[src/rtl/multi_crop_stream.sv]
// multi_crop_stream: single-pass raster cropper fanning each pixel out to NUM_CROPS clamped windows
module multi_crop_stream #(
   parameter int PIXEL_BIT_WIDTH = 16,
   parameter int IN_ROWS = 100,
   parameter int IN_COLS = 160,
   parameter int OUT_ROWS = 48,
   parameter int OUT_COLS = 48,
   parameter int NUM_CROPS = 5,
   localparam int RW = $clog2(IN_ROWS),
   localparam int CW = $clog2(IN_COLS)
) (
   input  logic                               ap_clk,
   input  logic                               ap_rst_n,
   input  logic                               ap_start,
   output logic                               ap_done,
   output logic                               ap_idle,
   output logic                               ap_ready,
   input  logic [NUM_CROPS*RW-1:0]            crop_y,
   input  logic [NUM_CROPS*CW-1:0]            crop_x,
   input  logic [PIXEL_BIT_WIDTH-1:0]         crop_input_TDATA,
   input  logic                               crop_input_TVALID,
   output logic                               crop_input_TREADY,
   output logic [NUM_CROPS*PIXEL_BIT_WIDTH-1:0] crop_output_TDATA,
   output logic [NUM_CROPS-1:0]               crop_output_TVALID,
   input  logic [NUM_CROPS-1:0]               crop_output_TREADY,
   output logic [NUM_CROPS-1:0]               crop_output_TLAST
);
   typedef enum logic [1:0] {IDLE, RUN, FLUSH, DONE} state_t;
   localparam logic [RW-1:0] Y_MAX = RW'(IN_ROWS - OUT_ROWS);
   localparam logic [CW-1:0] X_MAX = CW'(IN_COLS - OUT_COLS);
   localparam logic [RW:0] OR_N = (RW+1)'(OUT_ROWS);
   localparam logic [RW:0] OR_M1 = (RW+1)'(OUT_ROWS - 1);
   localparam logic [CW:0] OC_N = (CW+1)'(OUT_COLS);
   localparam logic [CW:0] OC_M1 = (CW+1)'(OUT_COLS - 1);
   state_t                     state_q;
   logic [RW-1:0]              row_q;
   logic [CW-1:0]              col_q;
   logic [RW-1:0]              y_q [NUM_CROPS];
   logic [CW-1:0]              x_q [NUM_CROPS];
   logic [PIXEL_BIT_WIDTH-1:0] dat_q [NUM_CROPS];
   logic [NUM_CROPS-1:0]       vld_q, lst_q, hit, last_hit;
   logic                       acc, col_wrap, frame_end;
   // Window membership of the current raster position, with one extra bit so window ends never wrap
   always_comb begin
      hit = '0;
      last_hit = '0;
      for (int k = 0; k < NUM_CROPS; k++) begin
         hit[k] = row_q >= y_q[k] && {1'b0, row_q} < {1'b0, y_q[k]} + OR_N &&
                  col_q >= x_q[k] && {1'b0, col_q} < {1'b0, x_q[k]} + OC_N;
         last_hit[k] = {1'b0, row_q} == {1'b0, y_q[k]} + OR_M1 &&
                       {1'b0, col_q} == {1'b0, x_q[k]} + OC_M1;
      end
   end
   assign crop_input_TREADY = state_q == RUN && &(~hit | ~vld_q | crop_output_TREADY);
   assign acc = crop_input_TVALID && crop_input_TREADY;
   assign col_wrap = col_q == CW'(IN_COLS - 1);
   assign frame_end = col_wrap && row_q == RW'(IN_ROWS - 1);
   assign ap_idle = state_q == IDLE;
   assign ap_done = state_q == DONE;
   assign ap_ready = state_q == DONE;
   assign crop_output_TVALID = vld_q;
   assign crop_output_TLAST = lst_q & vld_q;
   for (genvar g = 0; g < NUM_CROPS; g++) begin : g_out
      assign crop_output_TDATA[g*PIXEL_BIT_WIDTH +: PIXEL_BIT_WIDTH] = dat_q[g];
   end
   // Frame control: latch clamped origins at start, walk the raster, wait for output drain
   always_ff @(posedge ap_clk or negedge ap_rst_n) begin
      if (!ap_rst_n) begin
         state_q <= IDLE;
         row_q <= '0;
         col_q <= '0;
         for (int k = 0; k < NUM_CROPS; k++) begin
            y_q[k] <= '0;
            x_q[k] <= '0;
         end
      end else begin
         case (state_q)
            IDLE: if (ap_start) begin
               state_q <= RUN;
               row_q <= '0;
               col_q <= '0;
               for (int k = 0; k < NUM_CROPS; k++) begin
                  y_q[k] <= crop_y[k*RW +: RW] > Y_MAX ? Y_MAX : crop_y[k*RW +: RW];
                  x_q[k] <= crop_x[k*CW +: CW] > X_MAX ? X_MAX : crop_x[k*CW +: CW];
               end
            end
            RUN: if (acc) begin
               col_q <= col_wrap ? '0 : col_q + 1'b1;
               row_q <= col_wrap ? row_q + 1'b1 : row_q;
               state_q <= frame_end ? FLUSH : RUN;
            end
            FLUSH: state_q <= ~|(vld_q & ~crop_output_TREADY) ? DONE : FLUSH;
            DONE: state_q <= IDLE;
         endcase
      end
   end
   // Per-channel output register: reload on a hitting handshake, otherwise empty on drain
   always_ff @(posedge ap_clk or negedge ap_rst_n) begin
      if (!ap_rst_n) begin
         vld_q <= '0;
         lst_q <= '0;
         for (int k = 0; k < NUM_CROPS; k++) dat_q[k] <= '0;
      end else begin
         for (int k = 0; k < NUM_CROPS; k++) begin
            if (acc && hit[k]) begin
               vld_q[k] <= 1'b1;
               lst_q[k] <= last_hit[k];
               dat_q[k] <= crop_input_TDATA;
            end else if (crop_output_TREADY[k]) begin
               vld_q[k] <= 1'b0;
            end
         end
      end
   end
endmodule

[config.mk]
export PLATFORM = sky130hd
export DESIGN_NAME = multi_crop_stream
export DESIGN_NICKNAME = d
export VERILOG_FILES = /design/src/rtl/multi_crop_stream.sv
export SDC_FILE = /design/constraint.sdc
export NUM_CORES = 1
export LEC_CHECK = 0
export CAP_MARGIN = 20
export CORE_AREA = 2 2 155 157
export DETAILED_ROUTE_END_ITERATION = 8
export DIE_AREA = 0 0 157 159
export PLACE_DENSITY = 0.8
export SLEW_MARGIN = 10
export SYNTH_ARGS = -nofsm -noshare
export SYNTH_HDL_FRONTEND = slang
export SYNTH_SLANG_ARGS = --single-unit
[constraint.sdc]
create_clock -name ap_clk -period 3.9 [get_ports ap_clk]
set_input_delay 0.39 -clock ap_clk [delete_from_list [all_inputs] [get_ports ap_clk]]
set_output_delay 0.39 -clock ap_clk [all_outputs]
set_load 0.005 [all_outputs]
; Yosys cells after proc, flatten, opt, wreduce, memory -nomap -nowiden
; Index checks and enable logic that the tools add are counted.
; W data, S select, Z words.
[totals]
in_bits = 100
register_bits = 182
ram_bits = 0
romBits = 0
n_memories = 0
output_inout_bits = 94
latch_bits = 0
wordCells = 179
[op_classes]
n_addsub = 22
n_mul = 0
div = 0
n_shift = 0
order_cmp = 30
bitwise = 7
eq_ne = 18
n_reduce_logical = 41
n_mux = 33
[ops]
columns = operator, count
row1 = $add A8 B6 Y9 const B, 10
row2 = $add A7 B6 Y8 const B, 10
row3 = $mux W8, 8
row4 = $mux W7, 8
row5 = $eq A8 B9 Y1, 5
row6 = $lt A8 B9 Y1, 5
row7 = $eq A7 B8 Y1, 5
row8 = $ge A8 B8 Y1, 5
row9 = $gt A8 B7 Y1 const B, 5
row10 = $lt A7 B8 Y1, 5
row11 = $ge A7 B7 Y1, 5
row12 = $gt A7 B6 Y1 const B, 5
row13 = $logic_and A1 B1 Y1, 28
row14 = $pmux W8 S2, 1
row15 = $not A5 Y5, 3
row16 = $pmux W7 S2, 1
row17 = $reduce_bool A2 Y1, 6
row18 = $mux W1, 11
row19 = $and A5 B5 Y5, 2
row20 = $or A5 B5 Y5, 2
row21 = $add A8 B1 Y8 const B, 1
row22 = $eq A8 B8 Y1 const B, 1
row23 = $pmux W2 S4, 1
row24 = $add A7 B1 Y7 const B, 1
row25 = 11 further kinds, 17

; Depth between registers and ports, before layout
[logic_depth]
depth_word = 13
mapped_depth = 15
depth_no_buf = 12

; Worst setup path before layout
; Ideal clock, no wire load.
[synth_path]
kind = reg-to-reg
start = reg y_q[19] (netlist bit)
end = reg dat_q (netlist bit crop_output_TDATA[55])
path_stages_with_launch = 13
synth_period_minus_slack_ps = 3211
required_time_ps = 3775
setup_ps = 125
path_slack_ps = 689
n_path_buf = 2
t_arrival_ps = 3086
path_cell_list = dfrtp_1 > clkbuf_1 > inv_1 > ha_1 > ha_1 > or3b_1 > a31o_2 > nand2_1 > nand4b_4 > nand4_2 > nor3_4 > buf_4 > mux2_2
[synth_between]
elab_chain_len = 12
elab_cells_between_ends = 13
cone_classes = add/sub (1) / order compare (2) / bitwise (3) / reduce/logical (7)
[synth_lines]
columns = element, line_no
row1 = "start, declared", 38  ; logic [RW-1:0] y_q [NUM_CROPS];
row2 = "start signal, assigned by index", 83  ; y_q[k] <= crop_y[k*RW +: RW] > Y_MAX ? Y_MAX : crop_y[k*RW +: RW];
row3 = $add A7 B6 Y8, 48  ; hit[k] = row_q >= y_q[k] && {1'b0, row_q} < {1'b0, y_q[k]} + OR_N &&
row4 = $lt A7 B8 Y1, 48
row5 = $logic_and A1 B1 Y1 (*) (2 in series), 48
row6 = $logic_and A1 B1 Y1 (*), 49  ; col_q >= x_q[k] && {1'b0, col_q} < {1'b0, x_q[k]} + OC_N;
row7 = $not A5 Y5 (*), 54  ; assign crop_input_TREADY = state_q == RUN && &(~hit | ~vld_q | crop_output_TREADY);
row8 = $or A5 B5 Y5 (*) (2 in series), 54
row9 = $reduce_and A5 Y1 (*), 54
row10 = $logic_and A1 B1 Y1 (*), 54
row11 = $logic_and A1 B1 Y1 (*), 55  ; assign acc = crop_input_TVALID && crop_input_TREADY;
row12 = $logic_and A1 B1 Y1 (*), 105  ; if (acc && hit[k]) begin
row13 = "end signal, assigned by index", 108  ; dat_q[k] <= crop_input_TDATA;
row14 = "end, declared", 40  ; logic [PIXEL_BIT_WIDTH-1:0] dat_q [NUM_CROPS];
; Every way passes the cells marked *; elsewhere a longest branch is shown, timed or not.
; A chain may end at the register's enable or synchronous reset.

; Worst setup path after layout
[layout_path]
start = reg col_q[3]
end = out crop_input_TREADY
[layout_between]
elab_chain_len = 8
elab_cells_between_ends = 25
cone_classes = order compare (10) / bitwise (3) / reduce/logical (12)
[layout_lines]
columns = element, line_no
row1 = "start, declared", 37  ; logic [CW-1:0] col_q;
row2 = "start signal, assigned", 88  ; col_q <= col_wrap ? '0 : col_q + 1'b1;
row3 = $ge A8 B8 Y1, 49
row4 = $logic_and A1 B1 Y1, 48
row5 = $logic_and A1 B1 Y1, 49
row6 = $not A5 Y5 (*), 54
row7 = $or A5 B5 Y5 (*) (2 in series), 54
row8 = $reduce_and A5 Y1 (*), 54
row9 = $logic_and A1 B1 Y1 (*), 54
row10 = "end, declared", 22  ; output logic crop_input_TREADY,
; Marks and branches as above.

==> flow_summary.ini <==
[timing]
setup_tns_ns = 0
final.setup_skew_ns = 0.0149
clock.fmax_ghz = 0.268
post-route-period-util_pct = 95.8
rsz0062_at_grt = false
relSlewSlack_pct = 30.9
drv_slew = 0
min_period_ns = 3.74
hold_viol_final = 0
timing.hold.ws_ns = 0.0440
setup_viol = 0
tightestPinTransition_ns = 1.02
setup_slack_ns = 0.162

[place]
portBuffers = 193
hpwl_mm = 27.8
gp_congestion = 0.959
dpl_cell_area_um2 = 15100
pre_cts_ws_ns = 0.392

[clocking]
cts_setup_buffers = 0
worstSkewPairLatency_ns = 0.45
cts_tree = done
cts_buffers = 17
cts_sinks = 182
cts.path.max_buffers = 2
h-tree-depth = 4
cts_root_buf = clkbuf_16
cts_resized = 0
holdBufCountCts = 0
clk_pin_slew_ns = 0.08

[routing]
wl_per_cell_um = 19.8
drc = 0
drt-pass1-iter-count = 6
drtAntennaViolNets = 0
dr_total_vias = 11000
drt-total-wl_mm = 36.7
via_per_inst = 5.91
drt_iter0_drc = 922

[power]
ir_drop_mv = 0.270
cellPowerDensity_nw_per_um2 = 312
totalPowerFinal_w = 0.00492
power_leakage_nw = 7.38

[yosys]
avgSynthCellArea_um2 = 9.63
synthArstFlopShare_pct = 100
yosysWarnings = 0
synth_compound_area_share_pct = 17.0
synth_top_family_by_area = compound AO/OA/AOI/OAI gates
synth_edf_count = 0
synthMuxAreaShare_pct = 8.40
synth_flop_cell = dfrtp_1
netlist_area_um2 = 12800
synth-simple-area-share_pct = 14.2
synth_xor_area_share_pct = 5.96
synth_fp_nets = 1568
yosys-top-cells-area = dfrtp_1 (36%), ha_1 (14%), mux2_2 (6.9%)
synth_top_area_share_pct = 35.6
postSynthCellCount = 1326
ys_seq_area_share_pct = 35.6
ys_ff_latch = 182
yosysUniqueCellTypes = 79
yosysTopAreaCell = dfrtp_1
synthAdderAreaFrac_pct = 13.9

[finish]
fill_cells = 1896
final_nets = 1767
diodes = 0
multiInputGateArea_um2 = 7600
final_cell_mix = clkdlybuf4s50_1 (192), dfrtp_1 (179), o21ai_0 (144)
synthToLayoutAreaGrowth_pct = 23.4
fin_area_um2 = 15800
drive_above_1_share_pct = 12.3
final_common_cell = clkdlybuf4s50_1
regArea_um2 = 4560

[die]
die_area_um2 = 25000
die_y_um = 159
fp-row-count = 56
start_util_pct = 55.1
coreArea_um2 = 23200
die_w_um = 157
io_pins = 194

[global_routing]
grt_pass1_wl_mm = 58.8
grt_pass1_vias = 11000
grt.total_usage_pct = 30.0
grt_max_degree = 98
antenna_found_initial = 0
grt-ovfl-total = 0

[setup_path]
worstPathCellList = ha_1 -> a21oi_1 -> o211ai_1 -> a221oi_1 -> buf_4 -> nor4_4 -> nand2b_1 -> nand3_1 -> nor2_1 -> clkdlybuf4s50_1
worst-setup-path-type = reg2out
r2r_start = row_q[2]
worstSetupEndpointType = primary output
cpMaxStageDelayCell = dfrtp_1
critical_path_arrival_ns = 3.35
crit_start = col_q[3]
cp_max_fo = 14
rrSetupSlack_ns = 0.50
critical_path_required_ns = 3.51
cp.buffers_inverters = 2
start_kind = flop
cp_top_family = flip-flops
critPathMaxStageDelay_ns = 0.73

[run_status]
status = complete, no violations

[worst_hold_path]
hold_path_class = in2async

[job]
max_cap_viol_count = 0
stage by stage:
stage / utilization (%) / instances
floorplan: - / 1326
global placement: 65.2 / 1825
detailed placement: 65.2 / 1825
CTS: 67.9 / 1857
global route: 68.0 / 1857
finish: 68.0 / 1857
cell families (layout without fill, tap and decap cells):
family / count (synthesis) / in the layout
xor gates and xnor gates: 87 / 87
buffers and inverters: 143 / 355
muxes: 93 / 93
and+or+nand+nor: 337 / 337
DFF: 182 / 182
AOI/OAI and AO/OA: 342 / 342
adders and majority gates: 142 / 142
final timing paths:
check,to,cells past startpoint
worst max-delay path,crop_input_TREADY,10
worst min-delay path,y_q[32],1
worst max register to register,crop_output_TDATA[20],11
worst min register to register,crop_output_TDATA[40],1
max in group asynchronous,crop_output_TDATA[8],2
min in group ap_clk,y_q[2],3
synthesized netlist by cell type, types with 4 or more instances:
master / n
or3_1: 4
o22ai_1: 5
a21oi_1: 54
nor3_1: 23
a31o_2: 4
xor2_1: 44
buf_4: 5
or2_2: 6
nor4_1: 17
o2111ai_1: 6
o21a_1: 7
inv_1: 96
a211oi_1: 10
a311oi_1: 7
nand3b_1: 4
a221oi_1: 8
xnor2_1: 43
o311ai_0: 6
buf_2: 5
nand3_1: 48
dfrtp_1: 182
o21ai_0: 144
and2_1: 9
ha_1: 142
nand2b_1: 18
mux2_4: 9
mux2_2: 78
nand4_1: 20
a22oi_1: 7
a21o_1: 15
mux2i_1: 6
and3_1: 8
a31oi_1: 16
nand2_1: 88
nor2_1: 50
clkbuf_1: 29
nor2b_1: 13
a32oi_1: 5
o211ai_1: 16
power breakdown:
group | leakage [nW] | internal (W) | total (W) | switching [W]
clock network | 0.305 | 0.000900 | 0.00186 | 0.000957
logic | 4.95 | 0.000451 | 0.00101 | 0.000559
registers | 2.12 | 0.00192 | 0.00205 | 0.000133
total | 7.38 | 0.00327 | 0.00492 | 0.00165
layout make-up:
cell class,instances,share of cell area (%)
multi-input combinational,1001,48.2
sequential,182,28.9
timing repair buffer,227,14.0
clock buffer,17,2.70
tap,319,2.53
inverter,96,2.29
clock inverter,15,1.31
sequential cells by signal, indices dropped and copies added (netlist names), named ones only:
name	count
crop_output_TDATA	80
x_q	40
y_q	35
col_q	8
row_q	7
crop_output_TVALID	5
lst_q	5
state_q	1
routing by layer:
layer	vias to the layer above	wire length (um)	track usage (%)
li1	5238	-	-
met1	5273	16200	41.9
met2	397	16900	47.2
met3	59	2720	5.53
met4	0	936	9.80
met5	-	0	0
No activity file was read; power rests on OpenSTA's default activity.
